`config.mk`:
```
export PLATFORM = sky130hd
export DESIGN_NAME = sram_arbiter
export DESIGN_NICKNAME = d
export VERILOG_FILES = /design/src/rtl/sram_arb_pkg.sv /design/src/rtl/sram_arbiter_rr_pick2.sv /design/src/rtl/sram_arbiter.sv
export SDC_FILE = /design/constraint.sdc
export NUM_CORES = 1
export LEC_CHECK = 0
export BUFFER_PORTS_ARGS = -buffer_cell sky130_fd_sc_hd__buf_2
export CELL_PAD_IN_SITES_DETAIL_PLACEMENT = 1
export CELL_PAD_IN_SITES_GLOBAL_PLACEMENT = 1
export CORE_ASPECT_RATIO = 1.75
export CORE_MARGIN = 5
export CORE_UTILIZATION = 30
export CTS_CLUSTER_DIAMETER = 60
export DETAILED_ROUTE_END_ITERATION = 7
export GPL_TIMING_DRIVEN = 1
export MAX_ROUTING_LAYER = met4
export PLACE_DENSITY_LB_ADDON = 0.3
export SYNTH_ARGS = -nofsm -noshare
export SYNTH_HDL_FRONTEND = slang
export SYNTH_HIERARCHICAL = 1
export SYNTH_SLANG_ARGS = --single-unit
```
`constraint.sdc`:
```
create_clock -name Clk -period 4.5 [get_ports Clk]
set_input_delay 0.225 -clock Clk [delete_from_list [all_inputs] [get_ports Clk]]
set_output_delay 0.225 -clock Clk [all_outputs]
set_load 0.005 [all_outputs]
```
`src/rtl/sram_arb_pkg.sv`:
```
// Shared types and constants for the two-port SRAM arbiter.
package sram_arb_pkg;

  localparam int WAIT_W = 4;

  typedef enum logic [2:0] {
    ST_IDLE     = 3'd0,
    ST_RD       = 3'd1,
    ST_WR_SETUP = 3'd2,
    ST_WR_PULSE = 3'd3,
    ST_WR_HOLD  = 3'd4,
    ST_RD_DONE  = 3'd5
  } arb_state_t;

  typedef logic req_id_t;

  localparam req_id_t REQ_CPU = 1'b0;
  localparam req_id_t REQ_DBG = 1'b1;

endpackage

```
`src/rtl/sram_arbiter_rr_pick2.sv`:
```
// Two-way round-robin picker: a lone requester always wins, a tie goes to
// whichever side did not win last time.
module rr_pick2
  import sram_arb_pkg::*;
(
  input  logic [1:0] req,
  input  req_id_t    last_grant,
  output logic       gnt_valid,
  output req_id_t    gnt_id
);

  // Pick the winner from the current request pair and the previous owner.
  always_comb begin
    gnt_valid = |req;
    gnt_id    = REQ_CPU;
    if (req == 2'b11) gnt_id = ~last_grant;
    else if (req[1])  gnt_id = REQ_DBG;
  end

endmodule

```
`src/rtl/sram_arbiter.sv`:
```
// Shares one asynchronous SRAM port between the CPU path (port 0) and the
// debug/program-loader path (port 1), with programmable strobe wait states.
// Optional build macro SRAM_ARB_STATS_EN adds saturating grant/contention counters.
//
// state       | meaning
// ------------+--------------------------------------------------------
// ST_IDLE     | no transfer; arbitrate and latch address/data on a request
// ST_RD       | OE_N low for WAIT_CYCLES+1 cycles, data captured on the last
// ST_RD_DONE  | owner's ack pulse, rdata valid
// ST_WR_SETUP | address/data settle with WE_N high
// ST_WR_PULSE | WE_N low for WAIT_CYCLES+1 cycles
// ST_WR_HOLD  | WE_N high, address/data held, owner's ack pulse
module sram_arbiter
  import sram_arb_pkg::*;
#(
  parameter int ADDR_W      = 16,
  parameter int DATA_W      = 16,
  parameter int WAIT_CYCLES = 2
)(
  input  logic              Clk,
  input  logic              Reset,
  input  logic              cpu_req,
  input  logic              cpu_we,
  input  logic [ADDR_W-1:0] cpu_addr,
  input  logic [DATA_W-1:0] cpu_wdata,
  output logic              cpu_ack,
  input  logic              dbg_req,
  input  logic              dbg_we,
  input  logic [ADDR_W-1:0] dbg_addr,
  input  logic [DATA_W-1:0] dbg_wdata,
  output logic              dbg_ack,
  output logic [DATA_W-1:0] rdata,
  output logic              busy,
  output logic              grant_id,
  output logic [ADDR_W-1:0] ADDR,
  output logic [DATA_W-1:0] Data_to_SRAM,
  input  logic [DATA_W-1:0] Data_from_SRAM,
`ifdef SRAM_ARB_STATS_EN
  output logic [15:0]       cpu_grants,
  output logic [15:0]       dbg_grants,
  output logic [15:0]       contention,
`endif
  output logic              OE_N,
  output logic              WE_N
);

  localparam logic [WAIT_W-1:0] WAIT_INIT = WAIT_W'(WAIT_CYCLES);

  arb_state_t        state;
  logic [WAIT_W-1:0] wait_cnt;
  req_id_t           last_grant;
  logic              gnt_valid;
  req_id_t           gnt_id;
  logic              sel_we;

  rr_pick2 u_pick (
    .req        ({dbg_req, cpu_req}),
    .last_grant (last_grant),
    .gnt_valid  (gnt_valid),
    .gnt_id     (gnt_id)
  );

  assign sel_we = (gnt_id == REQ_DBG) ? dbg_we : cpu_we;
  assign busy   = (state != ST_IDLE);

  // Main sequencer: arbitration, strobe timing, address/data latching, acks.
  always_ff @(posedge Clk) begin
    if (Reset) begin
      state        <= ST_IDLE;
      wait_cnt     <= '0;
      last_grant   <= REQ_DBG;
      grant_id     <= REQ_CPU;
      ADDR         <= '0;
      Data_to_SRAM <= '0;
      rdata        <= '0;
      OE_N         <= 1'b1;
      WE_N         <= 1'b1;
      cpu_ack      <= 1'b0;
      dbg_ack      <= 1'b0;
    end else begin
      cpu_ack <= 1'b0;
      dbg_ack <= 1'b0;
      case (state)
        ST_IDLE: begin
          if (gnt_valid) begin
            grant_id     <= gnt_id;
            last_grant   <= gnt_id;
            ADDR         <= (gnt_id == REQ_DBG) ? dbg_addr  : cpu_addr;
            Data_to_SRAM <= (gnt_id == REQ_DBG) ? dbg_wdata : cpu_wdata;
            wait_cnt     <= WAIT_INIT;
            if (sel_we) begin
              state <= ST_WR_SETUP;
            end else begin
              state <= ST_RD;
              OE_N  <= 1'b0;
            end
          end
        end
        ST_RD: begin
          if (wait_cnt == '0) begin
            rdata   <= Data_from_SRAM;
            OE_N    <= 1'b1;
            state   <= ST_RD_DONE;
            cpu_ack <= (grant_id == REQ_CPU);
            dbg_ack <= (grant_id == REQ_DBG);
          end else begin
            wait_cnt <= wait_cnt - 1'b1;
          end
        end
        ST_RD_DONE: state <= ST_IDLE;
        ST_WR_SETUP: begin
          WE_N     <= 1'b0;
          wait_cnt <= WAIT_INIT;
          state    <= ST_WR_PULSE;
        end
        ST_WR_PULSE: begin
          if (wait_cnt == '0) begin
            WE_N    <= 1'b1;
            state   <= ST_WR_HOLD;
            cpu_ack <= (grant_id == REQ_CPU);
            dbg_ack <= (grant_id == REQ_DBG);
          end else begin
            wait_cnt <= wait_cnt - 1'b1;
          end
        end
        ST_WR_HOLD: state <= ST_IDLE;
        default: begin
          state <= ST_IDLE;
          OE_N  <= 1'b1;
          WE_N  <= 1'b1;
        end
      endcase
    end
  end

`ifdef SRAM_ARB_STATS_EN
  // Saturating usage counters, bumped on each grant taken in IDLE.
  always_ff @(posedge Clk) begin
    if (Reset) begin
      cpu_grants <= '0;
      dbg_grants <= '0;
      contention <= '0;
    end else if (state == ST_IDLE && gnt_valid) begin
      if (gnt_id == REQ_CPU && cpu_grants != 16'hFFFF) cpu_grants <= cpu_grants + 16'd1;
      if (gnt_id == REQ_DBG && dbg_grants != 16'hFFFF) dbg_grants <= dbg_grants + 16'd1;
      if (cpu_req && dbg_req && contention != 16'hFFFF) contention <= contention + 16'd1;
    end
  end
`endif

endmodule

```
* Word-level counts from Yosys, hierarchy flattened *
Index checks and enable logic that the tools add are counted.

operators by class
  add/subtract/negate cells = 1
  shift-type cells = 0
  reduce and logical (&&, ||, !) cells = 15
  eq/ne operators = 11
  div/mod/pow operators = 0
  bitwise gates (word level) = 6
  mux-type cells = 18
  multiply operators = 0
  magnitude comparators = 0

operators by type and width
  kind                                                                count
  16-bit two-way mux                                                  2
  3-bit one-hot mux with 4 select lines                               1
  4-bit one-hot mux with 3 select lines                               1
  2-bit != test, second input constant                                5
  3-bit two-way mux                                                   3
  4-bit two-way mux                                                   2
  4-bit OR reduction                                                  2
  3-bit by 2-bit == test with 1-bit output, second input constant     2
  3-bit == test, second input constant                                2
  1-bit two-way mux                                                   6
  1-bit inverter                                                      6
  1-bit one-hot mux with 3 select lines                               2
  2-bit AND reduction                                                 3
  3-bit AND reduction                                                 2
  3-bit nonzero test                                                  2
  4-bit zero test                                                     1
  4-bit AND reduction                                                 1
  2-bit OR reduction                                                  2
  4-bit by 1-bit subtractor with 4-bit output, second input constant  1
  3-bit by 1-bit == test with 1-bit output, second input constant     1
  3-bit zero test                                                     1
  3-bit OR reduction                                                  1
  2-bit == test, second input constant                                1
  2-bit two-way mux                                                   1

word-level totals
  RAM bits = 0
  logic and storage cells = 62
  output and inout port bits = 54
  memories kept = 0
  memory bits (read-only) = 0
  bits in latches = 0
  flip-flop bits (word level) = 61

* Longest topological paths before layout *
Gate-level depths: netlist (run 1).

  depth after elaboration = 6
  gate-level depth with buffers = 7
  gate-level depth less buffers = 5

* Hierarchy *
The synthesis (run 1) kept the hierarchy.

by module, submodules not included
  module        cells an instance  instances  area an instance (um^2)
  sram_arbiter  288                1          2,622.5
  rr_pick2      2                  1          13.8

* Worst setup path before layout (run 1) *
OpenSTA, ideal clock, no wires.

  path kind = register to register
  start point = register wait_cnt[0]
  end point = register rdata[0]
  data arrival time = 1.372 ns
  library setup time = 0.070 ns
  buffers on the path = 2
  period minus slack after synthesis = 1.443 ns
  path slack = 3.057 ns
  data required time = 4.430 ns
  cell stages (with the launch flop) = 8
  cell sequence = dfxtp_1 > inv_1 > ha_1 > and4bb_4 > buf_2 > buf_2 > nand3_1 > a21oi_1

on the way
  longest elaborated chain between the ends = 2

ends and longest elaborated chain
  item                           RTL line             RTL
  start: declaration             sram_arbiter.sv:50   logic [WAIT_W-1:0] wait_cnt;
  start signal: assignment       sram_arbiter.sv:107  wait_cnt <= wait_cnt - 1'b1;
  start signal: assignment       sram_arbiter.sv:123  wait_cnt <= wait_cnt - 1'b1;
  4-bit zero test                sram_arbiter.sv:100  if (wait_cnt == '0) begin
  2-bit AND reduction (no line)  -
  end signal: assignment         sram_arbiter.sv:101  rdata <= Data_from_SRAM;
  end: declaration               sram_arbiter.sv:32   output logic [DATA_W-1:0] rdata,

No other way between the ends.
A chain may end at the register's enable or synchronous reset.

* Worst setup path after layout (run 1) *
  start point = register wait_cnt[0]
  end point = register rdata[4]

The elaborated chain is that of the path after synthesis.

==> flow_metrics.py, run 1 <==
metrics = {
    "run_status": {
        "status": "finished, final reports clean",
    },
    "routing": {
        "dr.pass1.iters": 4,
        "drtAntennaViolNets": 0,
        "wl_per_cell_um": 14.9,
        "drc": 0,
        "vias": 2604,
        "finalWirelength_um": 8020,
        "vias_per_cell": 4.85,
        "initialDrtViolationCount": 75,
    },
    "floorplan": {
        "dieHeight_um": 134,
        "ios": 140,
        "initial_core_util_pct": 30.6,
        "std_cell_rows": 45,
        "die-area_mm2": 0.0108,
        "coreArea_mm2": 0.00861,
        "fp.dieW_um": 80.9,
    },
    "clock_tree": {
        "cts_sinks": 61,
        "numCtsBuffers": 9,
        "clk_pin_slew_ns": 0.05,
        "clock_latency_ns": 0.33,
        "ctsHoldBuffers": 0,
        "cts.repair.resized": 0,
        "htreeDepth": 3,
        "cts-root-buf": "clkbuf_16",
        "cts_buffer_depth": 2,
        "cts_tree": "done",
        "cts_setup_buffers": 0,
    },
    "logic_synthesis": {
        "syn-num-nets": 377,
        "yosysUniqueCellTypes": 37,
        "synth_top_family_by_area": "compound AO/OA/AOI/OAI gates",
        "synth_largest_area_cell": "dfxtp_1",
        "seq_area_frac_synth_pct": 46.3,
        "synth-xor-area-share_pct": 0,
        "syn-cell-area_mm2": 0.00264,
        "synth_mux_area_share_pct": 12.6,
        "synth_compound_area_share_pct": 19.6,
        "synthTopCellsByCount": "61 x dfxtp_1, 34 x nor2_1, 33 x a211oi_1, 32 x mux2i_1, 21 x nand3_1",
        "netlist.area_leader.share_pct": 46.3,
        "ys_ff_latch": 61,
        "synthSimpleGateAreaFrac_pct": 15.9,
        "synth_fa_ha_area_share_pct": 0.475,
        "netlist_instances": 290,
        "ys_warn_count": 6,
        "synth.avg_cell_area_um2": 9.09,
        "synth_area_leaders": "dfxtp_1 46%, mux2i_1 12%, a211oi_1 9.4%",
        "synthArstFlopShare_pct": 0,
        "yosysMostFrequentCell": "dfxtp_1",
        "synthFlopType": "dfxtp_1",
        "synth-edff-count": 0,
    },
    "finish": {
        "drive_above_1_share_pct": 38.8,
        "n_antenna_cell": 0,
        "syn_to_final_growth_pct": 42.0,
        "fillers": 1067,
        "nets": 502,
    },
    "sta": {
        "worst-slew-pin-transition_ns": 1.12,
        "finalHoldViolCount": 0,
        "setup_viol": 0,
        "rsz0062_at_grt": "false",
        "fmax_ghz": 0.515,
        "slew_violations": 0,
        "slew_headroom_pct": 25.3,
        "finalCritPeriodShare_pct": 43.2,
        "timing.final.crit_period_ns": 1.94,
        "setup_tns_ns": 0,
        "fin_skew_ns": 0.00628,
    },
    "critical_path": {
        "crit_arrival_ns": 2.12,
        "cp.required_ns": 4.68,
        "crit_type": "register to register",
        "start_kind": "register",
        "path_max_fanout": 20,
        "endpoint_kind": "register",
    },
    "power_and_ir_drop": {
        "p_total_w": 0.00187,
        "p_leak_nw": 1.70,
        "powerDensity_mw_per_mm2": 499,
        "vdd_drop_max_mv": 0.235,
    },
    "global_route": {
        "gr-usage-all-layers_pct": 15.9,
        "grt_pass1_wl_um": 13000,
        "antenna_found_initial": 0,
        "grt_max_degree": 68,
        "overflow": 0,
        "grt_pass1_vias": 2783,
    },
    "placed_design": {
        "hpwl_um": 6070,
        "port_buffers": 139,
        "gp_routability_congestion": 0.718,
    },
    "hold_path": {
        "hold_path.class": "primary input to register",
    },
    "flow_run": {
        "max-cap-violations": 0,
    },
}
==> worst max-delay path, stage by stage, from the launching register on <==
cell,delay (ns)
dfxtp_1,0.33
inv_1,0.08
ha_1,0.26
nand4bb_1,0.64
o21ai_0,0.39
a21oi_1,0.10
==> layout make-up <==
type                       count  area (µm²)  area share, %
timing repair buffer         142         718           19.2
clock buffer                  13         280           7.49
tap                          117         146           3.91
multi-input combinational    198        1300           34.7
inverter                       3        11.3          0.301
sequential                    61        1220           32.6
clock inverter                 3        65.1           1.74
==> placed cells by master, fill, tap and decap left out, types with 2 or more instances in the layout <==
cell       count
nand2b_1       3
a21oi_1       19
mux2i_1       32
nor2_1        34
or2_1          2
nor3_1         5
inv_1          3
bufinv_16      2
buf_2        139
buf_4          3
dfxtp_1       61
a31oi_1        4
clkbuf_8       4
nand2_1        4
o21ai_0       19
clkbuf_16      9
nand3_1       21
a211oi_1      33
or3_1          2
==> report_power, final <==
part           switching (W)  leakage [nW]  total [W]  internal (W)
clock network       0.000237         0.172   0.000781      0.000544
logic               0.000228          1.03   0.000412      0.000183
registers          0.0000516         0.502   0.000675      0.000623
==> state kept, by name, summed over array words and instances, names as in the netlist, 3 cells and up <==
register,flops
ADDR,16
Data_to_SRAM,16
rdata,16
wait_cnt,4
state,3
==> logic make-up (layout without fill, tap and decap cells) <==
logic type      after synthesis  in the layout
simple gates                 82             82
buf+inv                      31            161
mux                          33             33
compound gates               82             82
flops                        61             61
fa+ha+maj                     1              1
==> through the flow <==
| step | utilization (%) | instances | cell area, µm² | hold slack [ns] | setup slack, ns |
|---|---|---|---|---|---|
| 3_5_place_dp | 39.4 | 521 | 3400 | 0.467 | 2.48 |
| 5_1_grt | 43.4 | 537 | 3740 | 0.150 | 2.35 |
| 6_report | 43.4 | 537 | 3740 | 0.148 | 2.56 |
| 4_1_cts | 43.4 | 537 | 3740 | 0.137 | 2.51 |
| 2_1_floorplan | - | 290 | 2640 | 0.373 | 3.06 |
| 3_3_place_gp | 39.4 | 521 | 3400 | 0.457 | 2.63 |
==> per-layer routing <==
layer  share of wire [%]  GRT usage, %
met5                   0             -
met4                 2.1          6.67
met3                 6.7          5.17
met2                  52          26.9
met1                  39          16.6
==> worst paths after layout <==
path	start	endpoint	cells past startpoint	slack, ns
setup / recovery	wait_cnt[0]	rdata[4]	5	2.56
hold / removal	Data_from_SRAM[11]	rdata[11]	3	0.15
setup reg to reg	wait_cnt[0]	rdata[4]	5	2.56
hold reg to reg	rdata[11]	rdata[11]	2	0.48
(Power assumes the default switching activity.)
==> run 2, diff against run 1 <==
--- a/config.mk
+++ b/config.mk
@@ -5,6 +5,7 @@
 export SDC_FILE = /design/constraint.sdc
 export NUM_CORES = 1
 export LEC_CHECK = 0
+export ABC_AREA = 1
 export BUFFER_PORTS_ARGS = -buffer_cell sky130_fd_sc_hd__buf_2
 export CELL_PAD_IN_SITES_DETAIL_PLACEMENT = 1
 export CELL_PAD_IN_SITES_GLOBAL_PLACEMENT = 1
==> constraint.sdc (replaced) <==
create_clock -name Clk -period 2 [get_ports Clk]
set_input_delay 0.1 -clock Clk [delete_from_list [all_inputs] [get_ports Clk]]
set_output_delay 0.1 -clock Clk [all_outputs]
set_load 0.005 [all_outputs]
==> run 2 against run 1 <==
Area after synthesis grew 8.9%. Clock skew is essentially flat. Routed wire length grew 17%. Critical path type unchanged. Largest power group is now combinational cells.
==> flow_metrics.py, run 2 <==
metrics = {
    "run_status": {
        "status": "finished, final reports clean",
    },
    "critical_path": {
        "endpoint_kind": "register",
        "crit_type": "register to register",
        "start_kind": "register",
        "crit_arrival_ns": 1.75,
        "path_max_fanout": 15,
        "cp.required_ns": 2.26,
    },
    "finish": {
        "fillers": 1241,
        "fin_cells": 632,
        "nets": 594,
        "layout_commonest_cell": "buf_2",
        "syn_to_final_growth_pct": 37.1,
        "mostFrequentLayoutCells": "139 x buf_2, 99 x nand2_1, 61 x dfxtp_1",
        "multi_input_area_mm2": 0.00142,
        "drive_above_1_share_pct": 37.3,
        "register_area_mm2": 0.00122,
        "utilization_pct": 41.8,
        "n_antenna_cell": 0,
        "largestRegisters": "ADDR x16, Data_to_SRAM x16, rdata x16",
    },
    "sta": {
        "fin_skew_ns": 0.00635,
        "slew_violations": 0,
        "fmax_ghz": 0.668,
        "rsz0062_at_grt": "false",
        "setup_tns_ns": 0,
        "slew_headroom_pct": 73.5,
        "setup_viol": 0,
        "whs_ns": 0.00340,
        "timing.final.crit_period_ns": 1.50,
        "finalHoldViolCount": 0,
        "finalCritPeriodShare_pct": 74.8,
        "worst-slew-pin-transition_ns": 0.398,
    },
    "routing": {
        "vias_per_cell": 4.71,
        "dr.pass1.iters": 4,
        "drtAntennaViolNets": 0,
        "wl_per_cell_um": 14.9,
        "drc": 0,
        "vias": 2978,
        "finalWirelength_um": 9410,
        "initialDrtViolationCount": 119,
    },
    "logic_synthesis": {
        "ys_warn_count": 6,
        "seq_area_frac_synth_pct": 42.5,
        "ys_ff_latch": 61,
        "synth_area_leaders": "dfxtp_1 43%, nand2_1 13%, o211a_1 11%",
        "synthTopCellsByCount": "99 x nand2_1, 61 x dfxtp_1, 42 x nor2_1, 32 x nand3_1, 32 x o211a_1",
        "synthArstFlopShare_pct": 0,
        "synth_largest_area_cell": "dfxtp_1",
        "synth-edff-count": 0,
        "syn-num-nets": 455,
        "synthFlopType": "dfxtp_1",
        "yosysMostFrequentCell": "nand2_1",
        "netlist.area_leader.share_pct": 42.5,
        "yosysUniqueCellTypes": 26,
        "netlist_instances": 368,
        "synth.avg_cell_area_um2": 7.80,
        "syn-cell-area_mm2": 0.00287,
    },
    "global_route": {
        "gr-usage-all-layers_pct": 16.8,
        "grt_pass1_wl_um": 15300,
        "grt_max_degree": 67,
        "overflow": 0,
        "grt_pass1_vias": 3259,
        "antenna_found_initial": 0,
    },
    "clock_tree": {
        "cts_sinks": 61,
        "cts_setup_buffers": 0,
        "clock_latency_ns": 0.32,
        "ctsHoldBuffers": 5,
        "cts_tree": "done",
        "htreeDepth": 3,
        "cts_buffer_depth": 2,
        "numCtsBuffers": 9,
        "cts-root-buf": "clkbuf_16",
        "clk_pin_slew_ns": 0.05,
        "cts.repair.resized": 0,
    },
    "flow_run": {
        "max-cap-violations": 0,
    },
    "placed_design": {
        "gp_routability_congestion": 0.781,
        "hpwl_um": 7160,
        "placedCellCount": 613,
        "port_buffers": 139,
    },
    "hold_path": {
        "hold_path.class": "primary input to register",
    },
    "floorplan": {
        "coreArea_mm2": 0.00941,
        "die-area_mm2": 0.0117,
        "ios": 140,
        "dieHeight_um": 139,
        "std_cell_rows": 47,
        "initial_core_util_pct": 30.5,
        "fp.dieW_um": 83.9,
    },
    "power_and_ir_drop": {
        "powerDensity_mw_per_mm2": 1420,
        "p_leak_nw": 2.24,
        "vdd_drop_max_mv": 0.598,
    },
}
## run 2: cell count changes after synthesis, moves of 11 or more
cell / before / now
inv_1: 3 / 18
mux2i_1: 32 / 0
nand3_1: 21 / 32
nand3_2: 0 / 12
nand2_1: 4 / 99
o21ai_0: 19 / 7
a21oi_1: 19 / 7
a211oi_1: 33 / 0
o211a_1: 0 / 32
buf_2: 15 / 4
## run 2: layout make-up
cell class	count	area share [%]
flip-flops and latches	61	31.0
inverters	22	2.10
clock inverters	3	0.381
multi-input cells	262	36.1
repair buffers	151	20.6
well taps	122	3.88
clock buffers	11	5.91
## run 2: metrics by stage
stage / setup WS [ns] / total power (W) / area [µm²]
6_report: 0.504 / 0.00558 / 3940
5_1_grt: 0.361 / 0.00603 / 3940
4_1_cts: 0.470 / 0.00568 / 3940
3_5_place_dp: 0.523 / 0.00431 / 3640
3_3_place_gp: 0.566 / 0.00421 / 3640
2_1_floorplan: 0.665 / 0.00352 / 2870
## run 2: cells by family after synthesis
kind of cell	share of synthesized area, %
AND/OR/NAND/NOR	33.0
flip-flops	42.5
AO/OA/AOI/OAI	15.3
buffers and inverters	8.33
XOR/XNOR	0.305
adder cells (fa/ha/maj)	0.436
## run 2: path summary, 6_finish.rpt
| kind | startpoint | end | slack (ns) | cells after the start |
|---|---|---|---|---|
| setup / recovery | wait_cnt[0] | rdata[4] | 0.50 | 7 |
| hold / removal | Data_from_SRAM[14] | rdata[14] | 0.003 | 3 |
| setup reg to reg | wait_cnt[0] | rdata[4] | 0.50 | 7 |
| hold reg to reg | WE_N | WE_N | 0.46 | 2 |
## run 2: where the power goes
part	switching, W	leakage (nW)	internal (W)
Sequential	0.000266	0.503	0.00169
Combinational	0.00134	1.61	0.000956
Clock	0.000516	0.125	0.000816
## run 2: layer usage
layer	wire length, µm	vias to the layer above	global-route usage (%)
met3	376	18	3.49
met4	272	0	7.71
met2	5250	73	30.9
met5	0	-	-
li1	-	1482	-
met1	3520	1405	16.7
## run 2: worst max-delay path: stages (launching register included)
cell and delay (ns):
dfxtp_1 0.29, inv_1 0.13, ha_1 0.21, nand3_1 0.19, nor2_4 0.16, buf_4 0.22, o21ai_0 0.11, nor2_1 0.12
